$ cat src/rtl/common_pkg.sv
// common: shared scalar types and the architectural reset PC.
package common;
    typedef logic [63:0] u64;
    typedef logic [31:0] u32;
    localparam u64 PCINIT = 64'h0000_0000_8000_0000;
endpackage

$ cat src/rtl/pipes_pkg.sv
// pipes: pipeline-stage state encodings.
package pipes;
    typedef enum logic [1:0] {IDLE, FETCH, HOLD, DRAIN} fetch_state_t;
endpackage

$ cat src/rtl/fetch_ctrl_pcreg.sv
// pcreg: fetch PC register, loads PCINIT on reset and pc_nxt otherwise.
module pcreg
    import common::*;
(
    input  logic clk,
    input  logic reset,
    input  u64   pc_nxt,
    output u64   pc
);
    always_ff @(posedge clk) pc <= reset ? PCINIT : pc_nxt;
endmodule

$ cat src/rtl/fetch_ctrl.sv
// fetch_ctrl: instruction fetch sequencer with stall hold and redirect draining.
// Define FETCH_CTRL_TRAP_EN to add the trap redirect port, which outranks redirect_valid.
module fetch_ctrl
    import common::*;
    import pipes::*;
(
    input  logic clk,
    input  logic reset,
    output logic ireq_valid,
    output u64   ireq_addr,
    input  logic iresp_data_ok,
    input  u32   iresp_data,
    input  logic stall,
    input  logic redirect_valid,
    input  u64   redirect_pc,
`ifdef FETCH_CTRL_TRAP_EN
    input  logic trap_valid,
    input  u64   trap_pc,
`endif
    output logic if_valid,
    output u64   if_pc,
    output u32   if_instr,
    output u64   pc
);
    fetch_state_t state_q, state_d;
    logic         if_valid_q, if_valid_d, redir;
    u64           if_pc_q, if_pc_d, stale_q, stale_d, pc_nxt, tgt;
    u32           if_instr_q, if_instr_d;

`ifdef FETCH_CTRL_TRAP_EN
    assign redir = trap_valid | redirect_valid;
    assign tgt   = trap_valid ? trap_pc : redirect_pc;
`else
    assign redir = redirect_valid;
    assign tgt   = redirect_pc;
`endif

    pcreg u_pcreg (.clk(clk), .reset(reset), .pc_nxt(pc_nxt), .pc(pc));

    // A redirect loads pc in every state; only FETCH can otherwise advance it.
    always_comb begin
        state_d    = state_q;
        if_valid_d = if_valid_q;
        if_pc_d    = if_pc_q;
        if_instr_d = if_instr_q;
        stale_d    = stale_q;
        pc_nxt     = redir ? tgt : pc;
        unique case (state_q)
            IDLE: begin
                state_d    = FETCH;
                if_valid_d = 1'b0;
            end
            FETCH: begin
                stale_d    = pc;
                if_valid_d = 1'b0;
                if (redir)
                    state_d = iresp_data_ok ? FETCH : DRAIN;
                else if (iresp_data_ok) begin
                    if_valid_d = 1'b1;
                    if_pc_d    = pc;
                    if_instr_d = iresp_data;
                    pc_nxt     = pc + 64'd4;
                    state_d    = stall ? HOLD : FETCH;
                end
            end
            HOLD: begin
                if (redir || !stall) begin
                    if_valid_d = 1'b0;
                    state_d    = FETCH;
                end
            end
            DRAIN: begin
                if (iresp_data_ok) state_d = FETCH;
            end
            default: state_d = IDLE;
        endcase
    end

    always_ff @(posedge clk) begin
        if (reset) begin
            state_q    <= IDLE;
            if_valid_q <= 1'b0;
            if_pc_q    <= '0;
            if_instr_q <= '0;
            stale_q    <= '0;
        end else begin
            state_q    <= state_d;
            if_valid_q <= if_valid_d;
            if_pc_q    <= if_pc_d;
            if_instr_q <= if_instr_d;
            stale_q    <= stale_d;
        end
    end

    // The superseded request stays on the bus with its original address while draining.
    assign ireq_valid = (state_q == FETCH) || (state_q == DRAIN);
    assign ireq_addr  = (state_q == DRAIN) ? stale_q : pc;
    assign if_valid   = if_valid_q;
    assign if_pc      = if_pc_q;
    assign if_instr   = if_instr_q;
endmodule
$ cat config.mk
export PLATFORM = sky130hd
export DESIGN_NAME = fetch_ctrl
export DESIGN_NICKNAME = d
export VERILOG_FILES = /design/src/rtl/common_pkg.sv /design/src/rtl/pipes_pkg.sv /design/src/rtl/fetch_ctrl_pcreg.sv /design/src/rtl/fetch_ctrl.sv
export SDC_FILE = /design/constraint.sdc
export NUM_CORES = 1
export LEC_CHECK = 0
export CAP_MARGIN = 20
export CORE_MARGIN = 8
export CORE_UTILIZATION = 47
export CTS_CLUSTER_DIAMETER = 40
export DETAILED_ROUTE_END_ITERATION = 8
export HOLD_SLACK_MARGIN = 0.15
export PLACE_DENSITY = 0.84
export SYNTH_ARGS = -nofsm -noshare
export SYNTH_HDL_FRONTEND = slang
export SYNTH_HIERARCHICAL = 1
export SYNTH_SLANG_ARGS = --single-unit
$ cat constraint.sdc
create_clock -name clk -period 3.3 [get_ports clk]
set_input_delay 0.99 -clock clk [delete_from_list [all_inputs] [get_ports clk]]
set_output_delay 0.99 -clock clk [all_outputs]
set_load 0.02 [all_outputs]
Word level (Yosys, flattened, before mapping)
Index checks and enable logic that the tools add are counted.

storage, ports and cells
  register bits = 227
  input bits = 101
  word-level logic and storage cells = 38

cells by class
  $add $sub $neg = 1
  eq/ne operators = 6
  muxes and demuxes = 16
  bitwise operators = 1
  reductions and logical operators = 8

operators with widths
  cell                                                  number
  two-way mux 64 bit                                    5
  adder 64 x 3 -> 64 bit (second input constant)        1
  two-way mux 2 bit                                     6
  one-hot mux 2 bit (4 select lines)                    1
  AND reduction 3 bit                                   2
  equality test 2 bit (second input constant)           2
  != test 2 bit (second input constant)                 2
  two-way mux 1 bit                                     3
  != test 3 bit (second input constant)                 1
  one-hot mux 1 bit (3 select lines)                    1
  nonzero test 3 bit                                    1
  equality test 2 x 1 -> 1 bit (second input constant)  1
  logical NOT 2 bit                                     1
  logical OR 1 bit                                      2
  AND reduction 2 bit                                   1
  logical NOT 1 bit                                     1
  NOT 1 bit                                             1

Logic depth before layout (Yosys ltp)
Gate-level depths: netlist of run 1.

  word-level depth = 4
  depth in mapped cells = 9
  mapped depth without buffers = 7

By module
The synthesis of run 1 kept the hierarchy.

by module, submodules not included
  module      instances  cells each  area each (um^2)  sequential area each (um^2)
  fetch_ctrl  1          1227        8868.5            3263.1
  pcreg       1          135         1729.2            1281.2

Worst setup path after synthesis of run 1
OpenSTA, ideal clock, no wires.

  path kind = in2reg
  from = input port iresp_data_ok
  to = register u_pcreg.pc[43]
  setup time = 118 ps
  arrival = 2705 ps
  required time = 3182 ps
  setup slack = 477 ps
  stages on the path = 8
  path buffers = 2
  cell sequence = and3b_1 -> clkbuf_1 -> nand4_1 -> or4_4 -> buf_6 -> o21a_1 -> o31a_1 -> nor2b_1

between the ends
  longest elaborated chain between the ends = 3

RTL lines
  what                  RTL line                RTL
  start, declared       fetch_ctrl.sv:11        input logic iresp_data_ok,
  two-way mux 64 bit    fetch_ctrl.sv:58        else if (iresp_data_ok) begin
  two-way mux 64 bit    fetch_ctrl.sv:56        if (redir)
  two-way mux 64 bit    fetch_ctrl.sv:48        unique case (state_q)
  via pc_nxt[43]        fetch_ctrl.sv:27        u64 if_pc_q, if_pc_d, stale_q, stale_d, pc_nxt, tgt;
  end signal, assigned  fetch_ctrl_pcreg.sv:10  always_ff @(posedge clk) pc <= reset ? PCINIT : pc_nxt;
  end, declared         fetch_ctrl_pcreg.sv:8   output u64 pc

The timed path passes the listed nets, and every way through them passes these cells.
A chain may end at the register's enable or synchronous reset.

Worst setup path in the final report of run 1
  from = register state_q[0]
  to = output port ireq_addr[40]

between the ends
  longest elaborated chain between the ends = 2

RTL lines
  what                    RTL line          RTL
  start, declared         fetch_ctrl.sv:25  fetch_state_t state_q, state_d;
  start signal, assigned  fetch_ctrl.sv:87  state_q <= state_d;
  equality test 2 bit     fetch_ctrl.sv:97  assign ireq_addr = (state_q == DRAIN) ? stale_q : pc;
  two-way mux 64 bit      fetch_ctrl.sv:97
  end, declared           fetch_ctrl.sv:10  output u64 ireq_addr,

Every way passes these cells.

==> results of run 1 <==
==> path summary, 6_finish.rpt <==
check | from | end | slack [ns] | cells past startpoint
max | state_q[0] | ireq_addr[40] | 0.07 | 4
max reg2reg | u_pcreg/pc[2] | u_pcreg/pc[60] | 0.48 | 7
min reg2reg | if_pc[55] | if_pc[55] | 0.45 | 2
min | if_pc[55] | if_pc[55] | 0.45 | 2
==> cells by family after synthesis <==
| group | after synthesis | synth area share |
|---|---|---|
| simple gates | 648 | 0.286 |
| flops | 227 | 0.429 |
| compound gates | 252 | 0.131 |
| mux | 71 | 0.0751 |
| buf+inv | 130 | 0.0515 |
| fa+ha+maj | 1 | 0.00118 |
| xor+xnor | 33 | 0.0273 |
==> power groups by stage <==
stage          Sequential [uW]  Clock (uW)  Combinational [uW]
5_1_grt                   3020        4210                1120
6_report                  3000        4010                1050
2_1_floorplan             3070           0                 484
4_1_cts                   3000        4070                1060
3_3_place_gp              3050           0                1030
3_5_place_dp              3060           0                1050
==> cell usage after synthesis (2+ instances only) <==
| cell | n | area (um^2) |
|---|---|---|
| nand2_1 | 382 | 1430 |
| dfxtp_1 | 227 | 4540 |
| a21oi_1 | 164 | 821 |
| clkbuf_1 | 92 | 345 |
| mux2_2 | 68 | 766 |
| nor2b_1 | 67 | 419 |
| o21ai_0 | 44 | 220 |
| nand4_1 | 37 | 231 |
| nor2_1 | 33 | 124 |
| nand3_1 | 31 | 155 |
| nor4_1 | 24 | 150 |
| xnor2_1 | 22 | 193 |
| nor3_1 | 17 | 85.1 |
| a31oi_1 | 16 | 100 |
| inv_1 | 14 | 52.6 |
| or3_1 | 11 | 68.8 |
| xor2_1 | 11 | 96.3 |
| buf_1 | 8 | 30.0 |
| buf_2 | 8 | 40.0 |
| and2_1 | 7 | 43.8 |
| and3_1 | 7 | 43.8 |
| and4_1 | 6 | 52.6 |
| or4_1 | 6 | 45.0 |
| and2b_1 | 5 | 37.5 |
| buf_6 | 4 | 45.0 |
| o31ai_1 | 4 | 30.0 |
| a221o_1 | 3 | 30.0 |
| mux2i_1 | 3 | 30.0 |
| o31a_1 | 3 | 26.3 |
| a211o_2 | 2 | 20.0 |
| a22o_1 | 2 | 17.5 |
| a22oi_1 | 2 | 15.0 |
| a31o_2 | 2 | 17.5 |
| clkbuf_2 | 2 | 10.0 |
| nand2b_1 | 2 | 12.5 |
| nand3b_1 | 2 | 15.0 |
| o21a_1 | 2 | 15.0 |
| or4_4 | 2 | 22.5 |
==> sequential cells by signal, summed over array words and instances, names as in the netlist <==
register,count
if_pc,64
state_q,2
if_valid,1
if_instr,32
u_pcreg/pc,64
stale_q,64
==> layer usage <==
metal | vias up | part of all wire | global-route usage
met5 | - | 0 | 0
met4 | 0 | 0.037 | 0.114
met3 | 92 | 0.090 | 0.0815
met2 | 498 | 0.47 | 0.434
met1 | 5129 | 0.40 | 0.303
li1 | 5216 | - | -
==> area by class of cell <==
| type | instances | area share |
|---|---|---|
| clock buffer | 45 | 0.0657 |
| multi-input combinational | 1005 | 0.358 |
| timing repair buffer | 365 | 0.238 |
| clock inverter | 23 | 0.0181 |
| inverter | 14 | 0.00339 |
| sequential | 227 | 0.293 |
| tap | 285 | 0.0230 |
| antenna | 4 | 0.000646 |
==> through the flow <==
stage                     setup TNS [ns]  worst slack (ns)
after floorplan                        0             0.477
after global placement                 0            0.0742
after detailed placement         -0.0750           -0.0358
after CTS                              0            0.0399
after global routing                   0          0.000335
final                                  0            0.0702
==> repair_timing <==
item                       4_1_cts  5_1_grt
resized for setup                1        0
hold buffers                     0        0
setup endpoints to repair       45        0
==> critical path: cells and delay by family (launching register included) <==
kind,cells,cell delay (ns)
multiplexers,1,0.35
buffers and inverters,2,0.78
flip-flops,1,0.36
AND/OR/NAND/NOR,1,0.24
==> impl_metrics.py, run 1 <==
metrics = {
    "setup_path": {
        "crit_chain": "nand2_8, buf_12, mux2_2, clkdlybuf4s50_1",
        "worstPathMaxFanout": 22,
        "critPathCaptureType": "output pin",
        "critPathLaunchType": "flip-flop",
        "crit_path_top_delay_cell": "clkdlybuf4s50_1",
        "cp_data_required_time_ns": 2.31,
        "cp_slowest_stage_delay_ns": 0.57,
        "critPathKind": "reg -> out",
        "cp.arrival_ns": 2.24,
    },
    "floorplan": {
        "rows": 55,
        "fp.dieW_um": 166,
        "start_util": 0.474,
        "dieArea_mm2": 0.0276,
        "io_pins": 327,
        "die_h_um": 166,
        "core_area_mm2": 0.0224,
    },
    "final_layout": {
        "final_nets": 1753,
        "multi_input_area_mm2": 0.00555,
        "final_cell_mix": "nand2_1, clkdlybuf4s50_1, dfxtp_1",
        "layout_commonest_cell": "nand2_1",
        "regArea_mm2": 0.00454,
        "drive_gt1_frac": 0.113,
        "final_util": 0.693,
        "stdcell_count": 1968,
        "fillers": 1759,
        "synthToLayoutAreaGrowth_pct": 46.2,
        "postLayoutCellArea_mm2": 0.0155,
    },
    "grt": {
        "grtUsageTotal": 0.260,
        "gr-total-overflow": 0,
        "grt_pass1_wl_um": 59200,
        "grt_max_degree": 84,
        "grt_pass1_vias": 10766,
        "antenna_found_initial": 4,
    },
    "pwr": {
        "p_clk_frac": 0.497,
        "netSwitchingPower_uw": 2140,
        "p_leak_uw": 0.00542,
        "power_frac_comb": 0.131,
        "pwr-share-seq": 0.372,
        "power_density_mw_per_mm2": 521,
        "switching_share": 0.266,
        "p_total_uw": 8070,
        "irDropWorstVdd_uv": 452,
        "intPower_uw": 5920,
    },
    "drt": {
        "routedWlPerCell_um": 19.1,
        "dr.pass1.iters": 5,
        "drtIter0Drc": 929,
        "detail-route-antenna-nets": 0,
        "vias_per_cell": 5.56,
        "drcViolationCount": 0,
        "finalWirelength_um": 37700,
        "vias": 10935,
    },
    "timing": {
        "max_clock_freq_mhz": 310,
        "setup_viol": 0,
        "hold_viol": 0,
        "hold_ws_ns": 0.451,
        "worstMarginPinSlew_ns": 0.812,
        "slew_headroom": 0.457,
        "drv_slew": 0,
        "fin_skew_ns": 0.0183,
        "fin_crit_ns": 3.23,
        "rsz0062_at_grt": "no",
        "min_period_over_period": 0.979,
    },
    "placed_design": {
        "dp_cells": 1896,
        "place_area_mm2": 0.0142,
        "place_congestion": 0.895,
        "portBuffers": 326,
        "hpwl_um": 26400,
    },
    "job": {
        "drv_cap": 0,
    },
    "clock_network": {
        "cts.sinks": 227,
        "clkLatencyLatePin_ns": 0.51,
        "cts_tree": "done",
        "post_cts_buffers": 0,
        "cts-root-buf": "clkbuf_16",
        "clk_path_buf_depth": 3,
        "clkTransAtPathRegs_ns": 0.05,
        "htreeDepth": 2,
        "cts_buffers": 38,
    },
    "synth": {
        "synth-seq-cells": 227,
        "ys_async_sr_fraction": 0,
        "synth_cells": 1362,
        "synth_edf_count": 0,
        "synth_cell_type_count": 58,
        "ys_warn_count": 6,
        "ys.flop_type": "dfxtp_1",
        "avgSynthCellArea_um2": 7.78,
        "synthesis.area_mm2": 0.0106,
        "seq_area_frac_synth": 0.429,
        "syn_nets": 1464,
    },
    "run_status": {
        "outcome": "complete, no violations",
    },
    "hold_path": {
        "hold_class": "reg -> reg",
    },
}
Note: power is estimated with default switching activity, not from simulation.
==> run 2, diff against run 1 <==
--- a/config.mk
+++ b/config.mk
@@ -6,12 +6,13 @@
 export NUM_CORES = 1
 export LEC_CHECK = 0
 export CAP_MARGIN = 20
+export CORE_ASPECT_RATIO = 0.6
 export CORE_MARGIN = 8
-export CORE_UTILIZATION = 47
+export CORE_UTILIZATION = 45
 export CTS_CLUSTER_DIAMETER = 40
 export DETAILED_ROUTE_END_ITERATION = 8
 export HOLD_SLACK_MARGIN = 0.15
-export PLACE_DENSITY = 0.84
+export PLACE_DENSITY = 0.81
 export SYNTH_ARGS = -nofsm -noshare
 export SYNTH_HDL_FRONTEND = slang
 export SYNTH_HIERARCHICAL = 1
==> run 2 against run 1 <==
Compared with the run above:
- critical path depth did not move
- utilization fell by 2.6 points
- global-route usage rose by 0.68 points
- sequential share of layout area rose by 0.16 points
- clock-buffer cell count fell by 12
- non-clock buffer count rose by 23
- setup slack got worse by 0.0053 ns
- largest power group unchanged
- flip-flop and latch count did not move
- final cell count rose by 1.9%
- sequential power barely moved
==> impl_metrics.py, run 2 (synthesis gave the netlist of run 1 again) <==
metrics = {
    "hold_path": {
        "hold_class": "reg -> reg",
    },
    "pwr": {
        "power_density_mw_per_mm2": 474,
        "p_leak_uw": 0.00578,
        "irDropWorstVdd_uv": 332,
        "p_total_uw": 7320,
    },
    "setup_path": {
        "crit_path_top_delay_cell": "clkdlybuf4s50_1",
        "worstPathMaxFanout": 22,
        "cp_data_required_time_ns": 2.31,
        "crit_buf_inv": 2,
        "cp_slowest_stage_delay_ns": 0.57,
        "cp.arrival_ns": 2.25,
        "critPathKind": "reg -> out",
        "crit_chain": "nand2_8, buf_12, mux2_2, clkdlybuf4s50_1",
        "critPathCaptureType": "output pin",
        "critPathLaunchType": "flip-flop",
        "crit_family": "buffers and inverters",
    },
    "timing": {
        "fin_skew_ns": 0.0185,
        "layout_setup_ws_ns": 0.0649,
        "min_period_over_period": 0.980,
        "setup_viol": 0,
        "fin_crit_ns": 3.24,
        "drv_slew": 0,
        "worstMarginPinSlew_ns": 0.891,
        "hold_viol": 0,
        "slew_headroom": 0.404,
        "max_clock_freq_mhz": 309,
        "setup_tns_ns": 0,
    },
    "drt": {
        "top_layer": "met4",
        "dr.pass1.iters": 6,
        "routedWlPerCell_um": 20.5,
        "m1WireLength_um": 17900,
        "drtIter0Drc": 1107,
        "finalWirelength_um": 41100,
        "detail-route-antenna-nets": 0,
        "drcViolationCount": 0,
        "dr_wl_met3_um": 4330,
        "vias": 11131,
        "vias_per_cell": 5.55,
        "met2_length_um": 18100,
    },
    "placed_design": {
        "pre_cts_ws_ns": 0.00754,
        "portBuffers": 326,
        "hpwl_um": 29800,
        "place_congestion": 0.942,
        "place_area_mm2": 0.0144,
    },
    "grt": {
        "grtUsageTotal": 0.267,
        "grt_pass1_vias": 10344,
        "antenna_found_initial": 3,
        "grt_max_degree": 73,
        "grt_pass1_wl_um": 62200,
        "gr-total-overflow": 0,
    },
    "final_layout": {
        "synthToLayoutAreaGrowth_pct": 45.5,
        "drive_gt1_frac": 0.119,
        "postLayoutCellArea_mm2": 0.0154,
        "final_util": 0.666,
        "layout_commonest_cell": "nand2_1",
        "final_nets": 1767,
        "final_cell_mix": "nand2_1, clkdlybuf4s50_1, dfxtp_1",
    },
    "clock_network": {
        "cts.sinks": 227,
        "cts_buffers": 29,
        "clkLatencyLatePin_ns": 0.55,
        "cts_hold_buf": 0,
        "clkTransAtPathRegs_ns": 0.06,
        "clk_path_buf_depth": 3,
        "cts-root-buf": "clkbuf_16",
        "htreeDepth": 1,
        "cts_tree": "done",
    },
    "floorplan": {
        "die_h_um": 135,
        "dieArea_mm2": 0.0289,
        "fp.dieW_um": 214,
        "io_pins": 327,
        "start_util": 0.458,
        "rows": 43,
        "core_area_mm2": 0.0231,
    },
    "job": {
        "drv_cap": 0,
    },
    "run_status": {
        "outcome": "complete, no violations",
    },
}
## run 2: timing repair
action	4_1_cts	5_1_grt
resized for setup	5	27
buffers inserted	0	0
setup endpoints to repair	52	45
cloned	0	0
## run 2: worst paths after layout
kind | cells after the start | from | to | slack [ns]
hold reg to reg | 2 | if_pc[21] | if_pc[21] | 0.45
hold / removal | 2 | if_pc[21] | if_pc[21] | 0.45
setup / recovery | 4 | state_q[1] | ireq_addr[34] | 0.06
setup reg to reg | 8 | u_pcreg/pc[3] | u_pcreg/pc[60] | 0.19
## run 2: power by group
part | internal (uW) | switching (uW)
combinational | 522 | 580
clock | 1910 | 1320
sequential | 2850 | 142
## run 2: metrics by stage
| stage | cells | hold WS (ns) |
|---|---|---|
| 2_1_floorplan | 1362 | 0.434 |
| 3_3_place_gp | 1949 | 0.439 |
| 3_5_place_dp | 1949 | 0.446 |
| 4_1_cts | 2002 | 0.453 |
| 5_1_grt | 2005 | 0.470 |
| 6_report | 2005 | 0.452 |
## run 2: metal layers
layer | GRT usage | vias to the layer above
met4 | 0.0618 | 0
met5 | 0 | -
li1 | - | 5247
met2 | 0.408 | 567
met3 | 0.0849 | 62
met1 | 0.364 | 5255
## run 2: worst reg2reg max path: cells and delay by family (launching register included)
| kind | cells | cell delay (ns) |
|---|---|---|
| adders and majority gates | 1 | 0.25 |
| AOI/OAI and AO/OA | 1 | 0.17 |
| and+or+nand+nor | 5 | 1.97 |
| DFF | 1 | 0.47 |
| buffers and inverters | 1 | 0.19 |
## run 2: cell type report
class / count / area (um^2)
Multi-Input combinational cell: 1005 / 5550
Antenna cell: 3 / 7.51
Clock buffer: 33 / 751
Sequential cell: 227 / 4550
Timing Repair Buffer: 388 / 3890
Clock inverter: 20 / 230
Tap cell: 315 / 394
Fill cell: 1952 / 7720
Inverter: 14 / 52.6
